File: src/rtl/decode_stage_if.sv
// decode_stage_if
//   Bundles the decode-stage traffic: the IF/ID inputs, the hazard-unit flush,
//   the Writeback register-write port and every registered Execute-stage output.
//   Ports (signals):
//     instrD, pcPlus4D            IF/ID register outputs
//     flushE                      bubble insert into ID/EX
//     regWriteW, rdW, resultW     Writeback register write
//     rs1D, rs2D                  combinational source indices for the hazard unit
//     *E                          registered ID/EX outputs
//   Modports:
//     slave  - the decode stage itself
//     master - whatever drives the stage (upstream pipeline or bench)
//   There is no valid/ready pair: the stage advances on every rising CLK edge,
//   and the hazard unit controls it only through flushE.
interface decode_stage_if;
    logic [31:0] instrD;
    logic [31:0] pcPlus4D;
    logic        flushE;
    logic        regWriteW;
    logic [4:0]  rdW;
    logic [31:0] resultW;

    logic [4:0]  rs1D;
    logic [4:0]  rs2D;

    logic        regWriteE;
    logic        memWriteE;
    logic        jumpE;
    logic        branchE;
    logic        aluSrcE;
    logic [1:0]  resultSrcE;
    logic [2:0]  aluControlE;
    logic [31:0] rd1E;
    logic [31:0] rd2E;
    logic [31:0] pcE;
    logic [31:0] pcPlus4E;
    logic [31:0] immExtE;
    logic [4:0]  rs1E;
    logic [4:0]  rs2E;
    logic [4:0]  rdE;

    modport slave (
        input  instrD, pcPlus4D, flushE, regWriteW, rdW, resultW,
        output rs1D, rs2D,
        output regWriteE, memWriteE, jumpE, branchE, aluSrcE, resultSrcE,
        output aluControlE, rd1E, rd2E, pcE, pcPlus4E, immExtE, rs1E, rs2E, rdE
    );

    modport master (
        output instrD, pcPlus4D, flushE, regWriteW, rdW, resultW,
        input  rs1D, rs2D,
        input  regWriteE, memWriteE, jumpE, branchE, aluSrcE, resultSrcE,
        input  aluControlE, rd1E, rd2E, pcE, pcPlus4E, immExtE, rs1E, rs2E, rdE
    );
endinterface

File: src/rtl/decode_stage.sv
// decode_stage
//   RV32I instruction-decode stage: register file (2 read / 1 write), main and
//   ALU control decoders, immediate extender and the ID/EX pipeline register.
//   Ports:
//     CLK  - pipeline clock, rising edge
//     RST  - asynchronous, active-low reset (clears regfile and ID/EX)
//     bus  - decode_stage_if.slave, all data/control traffic
//   The stage has no FSM; the whole ID/EX register is visible on the bus.
module decode_stage (
    input logic           CLK,
    input logic           RST,
    decode_stage_if.slave bus
);

    typedef struct packed {
        logic        reg_write;
        logic        mem_write;
        logic        jump;
        logic        branch;
        logic        alu_src;
        logic [1:0]  result_src;
        logic [2:0]  alu_control;
        logic [31:0] rd1;
        logic [31:0] rd2;
        logic [31:0] pc;
        logic [31:0] pc_plus4;
        logic [31:0] imm_ext;
        logic [4:0]  rs1;
        logic [4:0]  rs2;
        logic [4:0]  rd;
    } idex_t;

    logic [6:0]  op;
    logic [2:0]  funct3;
    logic [4:0]  rs1;
    logic [4:0]  rs2;

    logic [31:0] regs_q [32];
    logic [31:0] regs_d [32];
    logic [31:0] rd1;
    logic [31:0] rd2;

    logic        reg_write;
    logic [1:0]  imm_src;
    logic        alu_src;
    logic        mem_write;
    logic [1:0]  result_src;
    logic        branch;
    logic [1:0]  alu_op;
    logic        jump;
    logic [2:0]  alu_control;
    logic [31:0] imm_ext;

    idex_t       idex_d;
    idex_t       idex_q;

    assign op     = bus.instrD[6:0];
    assign funct3 = bus.instrD[14:12];
    assign rs1    = bus.instrD[19:15];
    assign rs2    = bus.instrD[24:20];

    assign bus.rs1D = rs1;
    assign bus.rs2D = rs2;

    // ------------------------------------------------------------------
    // Register file. regs_d is the post-write image of this cycle, so
    // reading from it gives the write-first bypass for free; x0 is never
    // written and is also forced to zero on read.
    // ------------------------------------------------------------------
    always_comb begin
        regs_d = regs_q;
        if (bus.regWriteW && (bus.rdW != 5'd0)) begin
            regs_d[bus.rdW] = bus.resultW;
        end
    end

    always_ff @(posedge CLK or negedge RST) begin
        if (!RST) begin
            for (int i = 0; i < 32; i++) begin
                regs_q[i] <= '0;
            end
        end else begin
            regs_q <= regs_d;
        end
    end

    assign rd1 = (rs1 == 5'd0) ? 32'd0 : regs_d[rs1];
    assign rd2 = (rs2 == 5'd0) ? 32'd0 : regs_d[rs2];

    // ------------------------------------------------------------------
    // Main decoder. Unknown opcodes decode to all-zero controls, which
    // behaves as a bubble downstream.
    // ------------------------------------------------------------------
    always_comb begin
        reg_write  = 1'b0;
        imm_src    = 2'b00;
        alu_src    = 1'b0;
        mem_write  = 1'b0;
        result_src = 2'b00;
        branch     = 1'b0;
        alu_op     = 2'b00;
        jump       = 1'b0;
        case (op)
            7'b0000011: begin // lw
                reg_write  = 1'b1;
                alu_src    = 1'b1;
                result_src = 2'b01;
            end
            7'b0100011: begin // sw
                imm_src   = 2'b01;
                alu_src   = 1'b1;
                mem_write = 1'b1;
            end
            7'b0110011: begin // R-type
                reg_write = 1'b1;
                alu_op    = 2'b10;
            end
            7'b1100011: begin // beq
                imm_src = 2'b10;
                branch  = 1'b1;
                alu_op  = 2'b01;
            end
            7'b0010011: begin // I-type ALU
                reg_write = 1'b1;
                alu_src   = 1'b1;
                alu_op    = 2'b10;
            end
            7'b1101111: begin // jal
                reg_write  = 1'b1;
                imm_src    = 2'b11;
                result_src = 2'b10;
                jump       = 1'b1;
            end
            default: ;
        endcase
    end

    // ------------------------------------------------------------------
    // ALU decoder. Subtract is only selected for R-type (op[5]=1) with
    // funct7[5] set; I-type addi with a negative immediate has bit 30 set
    // too and must still add.
    // ------------------------------------------------------------------
    always_comb begin
        alu_control = 3'b000;
        case (alu_op)
            2'b00: alu_control = 3'b000;
            2'b01: alu_control = 3'b001;
            2'b10: begin
                case (funct3)
                    3'b000:  alu_control = (op[5] && bus.instrD[30]) ? 3'b001 : 3'b000;
                    3'b010:  alu_control = 3'b101;
                    3'b110:  alu_control = 3'b011;
                    3'b111:  alu_control = 3'b010;
                    default: alu_control = 3'b000;
                endcase
            end
            default: alu_control = 3'b000;
        endcase
    end

    // ------------------------------------------------------------------
    // Immediate extender.
    // ------------------------------------------------------------------
    always_comb begin
        imm_ext = 32'd0;
        case (imm_src)
            2'b00: imm_ext = {{20{bus.instrD[31]}}, bus.instrD[31:20]};
            2'b01: imm_ext = {{20{bus.instrD[31]}}, bus.instrD[31:25], bus.instrD[11:7]};
            2'b10: imm_ext = {{20{bus.instrD[31]}}, bus.instrD[7], bus.instrD[30:25],
                              bus.instrD[11:8], 1'b0};
            2'b11: imm_ext = {{12{bus.instrD[31]}}, bus.instrD[19:12], bus.instrD[20],
                              bus.instrD[30:21], 1'b0};
            default: imm_ext = 32'd0;
        endcase
    end

    // ------------------------------------------------------------------
    // ID/EX register. Flush wins over capture and zeroes every field.
    // ------------------------------------------------------------------
    always_comb begin
        idex_d = '0;
        if (!bus.flushE) begin
            idex_d.reg_write   = reg_write;
            idex_d.mem_write   = mem_write;
            idex_d.jump        = jump;
            idex_d.branch      = branch;
            idex_d.alu_src     = alu_src;
            idex_d.result_src  = result_src;
            idex_d.alu_control = alu_control;
            idex_d.rd1         = rd1;
            idex_d.rd2         = rd2;
            idex_d.pc          = bus.pcPlus4D - 32'd4;
            idex_d.pc_plus4    = bus.pcPlus4D;
            idex_d.imm_ext     = imm_ext;
            idex_d.rs1         = rs1;
            idex_d.rs2         = rs2;
            idex_d.rd          = bus.instrD[11:7];
        end
    end

    always_ff @(posedge CLK or negedge RST) begin
        if (!RST) begin
            idex_q <= '0;
        end else begin
            idex_q <= idex_d;
        end
    end

    assign bus.regWriteE   = idex_q.reg_write;
    assign bus.memWriteE   = idex_q.mem_write;
    assign bus.jumpE       = idex_q.jump;
    assign bus.branchE     = idex_q.branch;
    assign bus.aluSrcE     = idex_q.alu_src;
    assign bus.resultSrcE  = idex_q.result_src;
    assign bus.aluControlE = idex_q.alu_control;
    assign bus.rd1E        = idex_q.rd1;
    assign bus.rd2E        = idex_q.rd2;
    assign bus.pcE         = idex_q.pc;
    assign bus.pcPlus4E    = idex_q.pc_plus4;
    assign bus.immExtE     = idex_q.imm_ext;
    assign bus.rs1E        = idex_q.rs1;
    assign bus.rs2E        = idex_q.rs2;
    assign bus.rdE         = idex_q.rd;

endmodule

File: src/flat_wrapper.sv
// flat-port wrapper written by rule: the top's interface ports become plain ports
module decode_stage_flat 
  (CLK, RST, bus_instrD, bus_pcPlus4D, bus_flushE, bus_regWriteW, bus_rdW, bus_resultW, bus_rs1D, bus_rs2D, bus_regWriteE, bus_memWriteE, bus_jumpE, bus_branchE, bus_aluSrcE, bus_resultSrcE, bus_aluControlE, bus_rd1E, bus_rd2E, bus_pcE, bus_pcPlus4E, bus_immExtE, bus_rs1E, bus_rs2E, bus_rdE);
  decode_stage_if bus_i ();
  input logic CLK;
  input logic RST;
  input wire logic [$bits(bus_i.instrD)-1:0] bus_instrD;
  input wire logic [$bits(bus_i.pcPlus4D)-1:0] bus_pcPlus4D;
  input wire logic [$bits(bus_i.flushE)-1:0] bus_flushE;
  input wire logic [$bits(bus_i.regWriteW)-1:0] bus_regWriteW;
  input wire logic [$bits(bus_i.rdW)-1:0] bus_rdW;
  input wire logic [$bits(bus_i.resultW)-1:0] bus_resultW;
  output wire logic [$bits(bus_i.rs1D)-1:0] bus_rs1D;
  output wire logic [$bits(bus_i.rs2D)-1:0] bus_rs2D;
  output wire logic [$bits(bus_i.regWriteE)-1:0] bus_regWriteE;
  output wire logic [$bits(bus_i.memWriteE)-1:0] bus_memWriteE;
  output wire logic [$bits(bus_i.jumpE)-1:0] bus_jumpE;
  output wire logic [$bits(bus_i.branchE)-1:0] bus_branchE;
  output wire logic [$bits(bus_i.aluSrcE)-1:0] bus_aluSrcE;
  output wire logic [$bits(bus_i.resultSrcE)-1:0] bus_resultSrcE;
  output wire logic [$bits(bus_i.aluControlE)-1:0] bus_aluControlE;
  output wire logic [$bits(bus_i.rd1E)-1:0] bus_rd1E;
  output wire logic [$bits(bus_i.rd2E)-1:0] bus_rd2E;
  output wire logic [$bits(bus_i.pcE)-1:0] bus_pcE;
  output wire logic [$bits(bus_i.pcPlus4E)-1:0] bus_pcPlus4E;
  output wire logic [$bits(bus_i.immExtE)-1:0] bus_immExtE;
  output wire logic [$bits(bus_i.rs1E)-1:0] bus_rs1E;
  output wire logic [$bits(bus_i.rs2E)-1:0] bus_rs2E;
  output wire logic [$bits(bus_i.rdE)-1:0] bus_rdE;
  assign bus_i.instrD = bus_instrD;
  assign bus_i.pcPlus4D = bus_pcPlus4D;
  assign bus_i.flushE = bus_flushE;
  assign bus_i.regWriteW = bus_regWriteW;
  assign bus_i.rdW = bus_rdW;
  assign bus_i.resultW = bus_resultW;
  assign bus_rs1D = bus_i.rs1D;
  assign bus_rs2D = bus_i.rs2D;
  assign bus_regWriteE = bus_i.regWriteE;
  assign bus_memWriteE = bus_i.memWriteE;
  assign bus_jumpE = bus_i.jumpE;
  assign bus_branchE = bus_i.branchE;
  assign bus_aluSrcE = bus_i.aluSrcE;
  assign bus_resultSrcE = bus_i.resultSrcE;
  assign bus_aluControlE = bus_i.aluControlE;
  assign bus_rd1E = bus_i.rd1E;
  assign bus_rd2E = bus_i.rd2E;
  assign bus_pcE = bus_i.pcE;
  assign bus_pcPlus4E = bus_i.pcPlus4E;
  assign bus_immExtE = bus_i.immExtE;
  assign bus_rs1E = bus_i.rs1E;
  assign bus_rs2E = bus_i.rs2E;
  assign bus_rdE = bus_i.rdE;
  decode_stage u_core (.CLK(CLK), .RST(RST), .bus(bus_i));
endmodule
File: config.mk
export PLATFORM = sky130hd
export DESIGN_NAME = decode_stage_flat
export DESIGN_NICKNAME = d
export VERILOG_FILES = /design/src/rtl/decode_stage_if.sv /design/src/rtl/decode_stage.sv /design/src/flat_wrapper.sv
export SDC_FILE = /design/constraint.sdc
export NUM_CORES = 2
export LEC_CHECK = 0
export ABC_AREA = 1
export CAP_MARGIN = 20
export CORE_ASPECT_RATIO = 2
export CORE_MARGIN = 5
export CORE_UTILIZATION = 31
export CTS_CLUSTER_SIZE = 16
export DETAILED_ROUTE_END_ITERATION = 8
export SLEW_MARGIN = 20
export SYNTH_ARGS = -nofsm -noshare
export SYNTH_HDL_FRONTEND = slang
export SYNTH_SLANG_ARGS = --single-unit
File: constraint.sdc
create_clock -name CLK -period 1.2 [get_ports CLK]
set_input_delay 0.3 -clock CLK [delete_from_list [all_inputs] [get_ports CLK]]
set_output_delay 0.3 -clock CLK [all_outputs]
set_load 0.005 [all_outputs]
# Yosys cells after proc, flatten, opt, wreduce, memory -nomap -nowiden
# Cells that the tools add are included.
# totals
ff_bits	1209
input_bits	105
out_inout_bits	195
word_cells	105
# classes
add_sub_neg	1
order_cmp	4
n_eq_ne	14
muxes	25
bitwise_logic	3
n_reduce_logical	11
# ops
operator	count
bitwise mux 1024 bit	1
two-way mux 1024 bit	1
binary-select mux 32 bit (select 5 bit)	2
two-way mux 32 bit	7
two-way mux 185 bit	1
demux 32 bit (select 5 bit)	1
one-hot mux 32 bit (4 select lines)	1
subtractor 32 x 3 -> 32 bit (second input constant)	1
greater-or-equal comparator 6 bit (second input constant)	3
inverter 5 -> 6 bit	3
equality test 7 x 6 -> 1 bit (second input constant)	2
equality test 7 bit (second input constant)	2
one-hot mux 3 bit (4 select lines)	1
zero test 5 bit	2
one-hot mux 2 bit (2 select lines)	2
equality test 7 x 2 -> 1 bit (second input constant)	1
equality test 7 x 5 -> 1 bit (second input constant)	1
equality test 2 bit (second input constant)	3
equality test 3 bit (second input constant)	2
less-than comparator 6 x 1 -> 1 bit (second input constant)	1
two-way mux 1 bit	6
one-hot mux 2 bit (3 select lines)	1
one-hot mux 3 bit (2 select lines)	1
nonzero test 5 bit	1
other kinds (8)	11

# Longest topological paths before layout
# depth
depth_word	12
ltp_mapped	15
ltp_nobuf	15

# Least setup slack after synthesis
# OpenSTA, ideal clock, no wires.
# synth_path
kind	in2reg
from	in bus_instrD[15]
to	reg u_core.idex_q (netlist bit u_core.bus.rd1E[17])
setup_ns	0.119
t_arrival_ns	1.791
required_time_ns	1.081
path_slack_ns	-0.711
stages	10
path_buffers	4
path_cell_list	buf_2 > inv_1 > clkbuf_1 > clkbuf_1 > clkbuf_1 > nand3_1 > nand3_1 > nand3_1 > a21oi_1 > nor2_1
# synth_lines
element	line	text
start, declared	flat_wrapper.sv:7	input wire logic [$bits(bus_i.instrD)-1:0] bus_instrD;
end signal, assigned	decode_stage.sv:205	idex_q <= idex_d;
end, declared	decode_stage.sv:55	idex_t idex_q;

==> flow_metrics.env <==
export IMPL_rows=256
export IMPL_grt_pass1_wl_mm=608.1
export IMPL_dpl_instance_area_um2=97770
export IMPL_synth_nets=11180
export IMPL_final_util=0.4747
export IMPL_finalSetupViolations=325
export IMPL_reg2reg_depth=10
export IMPL_min_period_over_period=1.682
export IMPL_peakVddDrop_mv=1.649
export IMPL_fin_hold_ws_ps=-12.95
export IMPL_crit_path_end_kind="register"
export IMPL_critPathKind="input pin to register"
export IMPL_gr_total_overflow=0
export IMPL_final_nets=12900
export IMPL_dpl_hpwl_mm=295.2
export IMPL_gp_congestion=0.9915
export IMPL_synth_seq_area_share=0.3947
export IMPL_cts_root_buf="clkbuf_16"
export IMPL_grt_pass1_vias=88930
export IMPL_p_per_area_nw_per_um2=1181
export IMPL_drtIter0Drc=12720
export IMPL_die_area_um2=255000
export IMPL_synth_seq_cells=1195
export IMPL_first_pass_iters=8
export IMPL_min_delay_start="bus_pcPlus4D[3]"
export IMPL_period_minus_slack_ps=2018
export IMPL_die_w_um=359.6
export IMPL_rrSetupSlack_ps=-490
export IMPL_fp_dieH_um=709.2
export IMPL_numCtsBuffers=119
export IMPL_slew_headroom=0.5378
export IMPL_vias_per_cell=5.791
export IMPL_max_cap_violations=0
export IMPL_critPathLaunchType="input pin"
export IMPL_h_tree_depth=3
export IMPL_worst_skew_pair_late_latency_ps=840
export IMPL_violations="negative hold slack, negative setup slack"
export IMPL_path_clk_slew_ps=70
export IMPL_vias=93410
export IMPL_setup_ws_ps=-818.0
export IMPL_io_pins=300
export IMPL_hold_viol=2
export IMPL_area_growth_pct=52.32
export IMPL_most_common_layout_cells="nand3_1, nand2_1, buf_4, dfrtp_1, inv_1"
export IMPL_synth_area_um2=75770
export IMPL_ys_types=31
export IMPL_clk_path_buf_depth=3
export IMPL_synthCells=11070
export IMPL_max_freq_ghz=0.4956
export IMPL_final_cell_area_um2=115400
export IMPL_ys_warnings_count=0
export IMPL_finalMaxSlewViolations=0
export IMPL_cp_arrival_ps=2790
export IMPL_postRouteAntennaNets=0
export IMPL_cts_tree="yes"
export IMPL_core_area_um2=243100
export IMPL_leakagePower_nw=57.08
export IMPL_final_common_cell="nand3_1"
export IMPL_cts_sinks=1195
export IMPL_finClkSkew_ps=85.16
export IMPL_instances_no_fill=16130
export IMPL_regToRegStartpoint="u_core.regs_q[881]$_DFF_PN0_"
export IMPL_cp_required_ps=1970
export IMPL_rsz0062_at_grt="yes"
export IMPL_portBuffers=299
export IMPL_antenna_found_initial=14
export IMPL_crit_fanout=5
export IMPL_drive_gt1_frac=0.3069
export IMPL_hp_class="input pin to register"
export IMPL_outcome="finished, violations left"
export IMPL_n_fill_cell=23040
export IMPL_crit_start="bus_rdW[3]"
export IMPL_start_util=0.3117
export IMPL_grt_total_usage=0.3217
export IMPL_holdPathStages=6
export IMPL_wirelength_mm=452.4
export IMPL_worstMarginPinSlew_ps=684.3
export IMPL_dp_cells=15490
export IMPL_avgSynthCellArea_um2=6.845
export IMPL_wire_per_inst_um=28.04
export IMPL_drcViolationCount=0
export IMPL_grt_max_degree=80
[synthesized netlist by cell type, drive strengths merged]
cell type  count  area [um2]
a211oi         8       60.06
a21oi        143       715.7
a22o           1       8.760
and2         901        5637
and3           1       6.260
buf          422        1879
clkbuf       518        1944
clkinv         4       15.01
dfrtp       1195       29900
ha             3       37.54
inv         1203        4516
nand2       2060        7735
nand3       3956       19800
nand4        334        2090
nor2         251       984.7
nor3          11       55.05
nor4           7       50.05
o211ai         1       7.510
o21a           4       30.03
o21ai         27       135.1
o22ai          2       12.51
o41ai          2       17.52
xor2          15       131.4
[path summary, 6_finish.rpt]
kind	endpoint
worst max register to register	u_core.bus.rd2E[17]$_DFF_PN0_
max in group asynchronous	u_core.regs_q[575]$_DFF_PN0_
min in group asynchronous	u_core.regs_q[14]$_DFF_PN0_
worst min register to register	u_core.regs_q[1023]$_DFF_PN0_
worst max-delay path	u_core.bus.rd1E[9]$_DFF_PN0_
worst min-delay path	u_core.bus.pcE[5]$_DFF_PN0_
[where the power goes]
group          total, W  switching, W  internal (W)
clock            0.0416        0.0192        0.0224
sequential       0.0489       0.00215        0.0467
combinational    0.0459        0.0271        0.0188
[registers in the layout, indices dropped and copies added, names as in the netlist]
| name | flops |
|---|---|
| u_core.bus.rs1E | 5 |
| u_core.bus.memWriteE | 1 |
| u_core.bus.rs2E | 5 |
| u_core.bus.branchE | 1 |
| u_core.bus.rd1E | 32 |
| u_core.bus.immExtE | 21 |
| u_core.bus.resultSrcE | 1 |
| u_core.bus.rdE | 5 |
| u_core.bus.aluSrcE | 1 |
| u_core.bus.pcE | 32 |
| u_core.bus.aluControlE | 3 |
| u_core.bus.regWriteE | 1 |
| u_core.bus.rd2E | 32 |
| u_core.bus.jumpE | 1 |
| u_core.bus.pcPlus4E | 30 |
| u_core.regs_q | 1024 |
[cell type report]
class | instances | area, um2 | share of cell area
flip-flops and latches | 1195 | 29920 | 0.2593
diodes | 10 | 25.02 | 0.0002168
repair buffers | 2538 | 28420 | 0.2462
inverters | 1207 | 4649 | 0.04029
multi-input cells | 7730 | 44190 | 0.3829
repair inverters | 2 | 46.29 | 0.0004011
clock buffers | 171 | 3515 | 0.03045
clock inverters | 52 | 610.6 | 0.005290
well taps | 3225 | 4035 | 0.03496
[metal layers]
metal	GRT usage	vias up	routed length, um
li1	-	39910	-
met1	0.3420	44500	144000
met2	0.5250	6624	205000
met3	0.06982	2367	46830
met4	0.3109	10	56460
met5	0	-	84
[critical path, stage by stage]
cell,delay [ps]
buf_12,110
nor2_4,120
buf_12,130
buf_12,110
nand2_8,110
buf_12,160
nor2_4,410
nand3_4,140
buf_12,200
buf_12,160
nand2_1,100
nand3_1,80
nand2_1,90
nand3_2,110
nand2_2,100
a21oi_2,50
buf_6,170
nor2_2,80
[per-stage QoR]
step / power (W) / setup WS (ps) / setup TNS (ps)
after floorplan: 0.07041 / -479.8 / -144830
after global placement: 0.08757 / -2273 / -1284170
after detailed placement: 0.08798 / -2351 / -1314880
after CTS: 0.1312 / -719.3 / -153990
after global routing: 0.1414 / -837.0 / -149520
final: 0.1363 / -818.0 / -141110
[logic make-up (layout without fill, tap and decap cells)]
family,Yosys count,in the layout,share of synthesized area
DFF,1195,1195,0.3947
and+or+nand+nor,7521,7523,0.4798
adders and majority gates,3,3,0.0004954
other,0,10,0
buffers and inverters,2147,3970,0.1103
AOI/OAI and AO/OA,188,189,0.01303
xor gates and xnor gates,15,15,0.001734
[repair_timing]
item                                   in CTS  in global routing
setup endpoints to repair                1277                442
buffers inserted                          112                239
resized for setup                        1113               1652
gates cloned                               41                 39
hold buffers                               19                 16
endpoints found under the hold margin    1212                 26
pin swaps                                 192                548
Note: power is estimated with default switching activity, not from simulation.
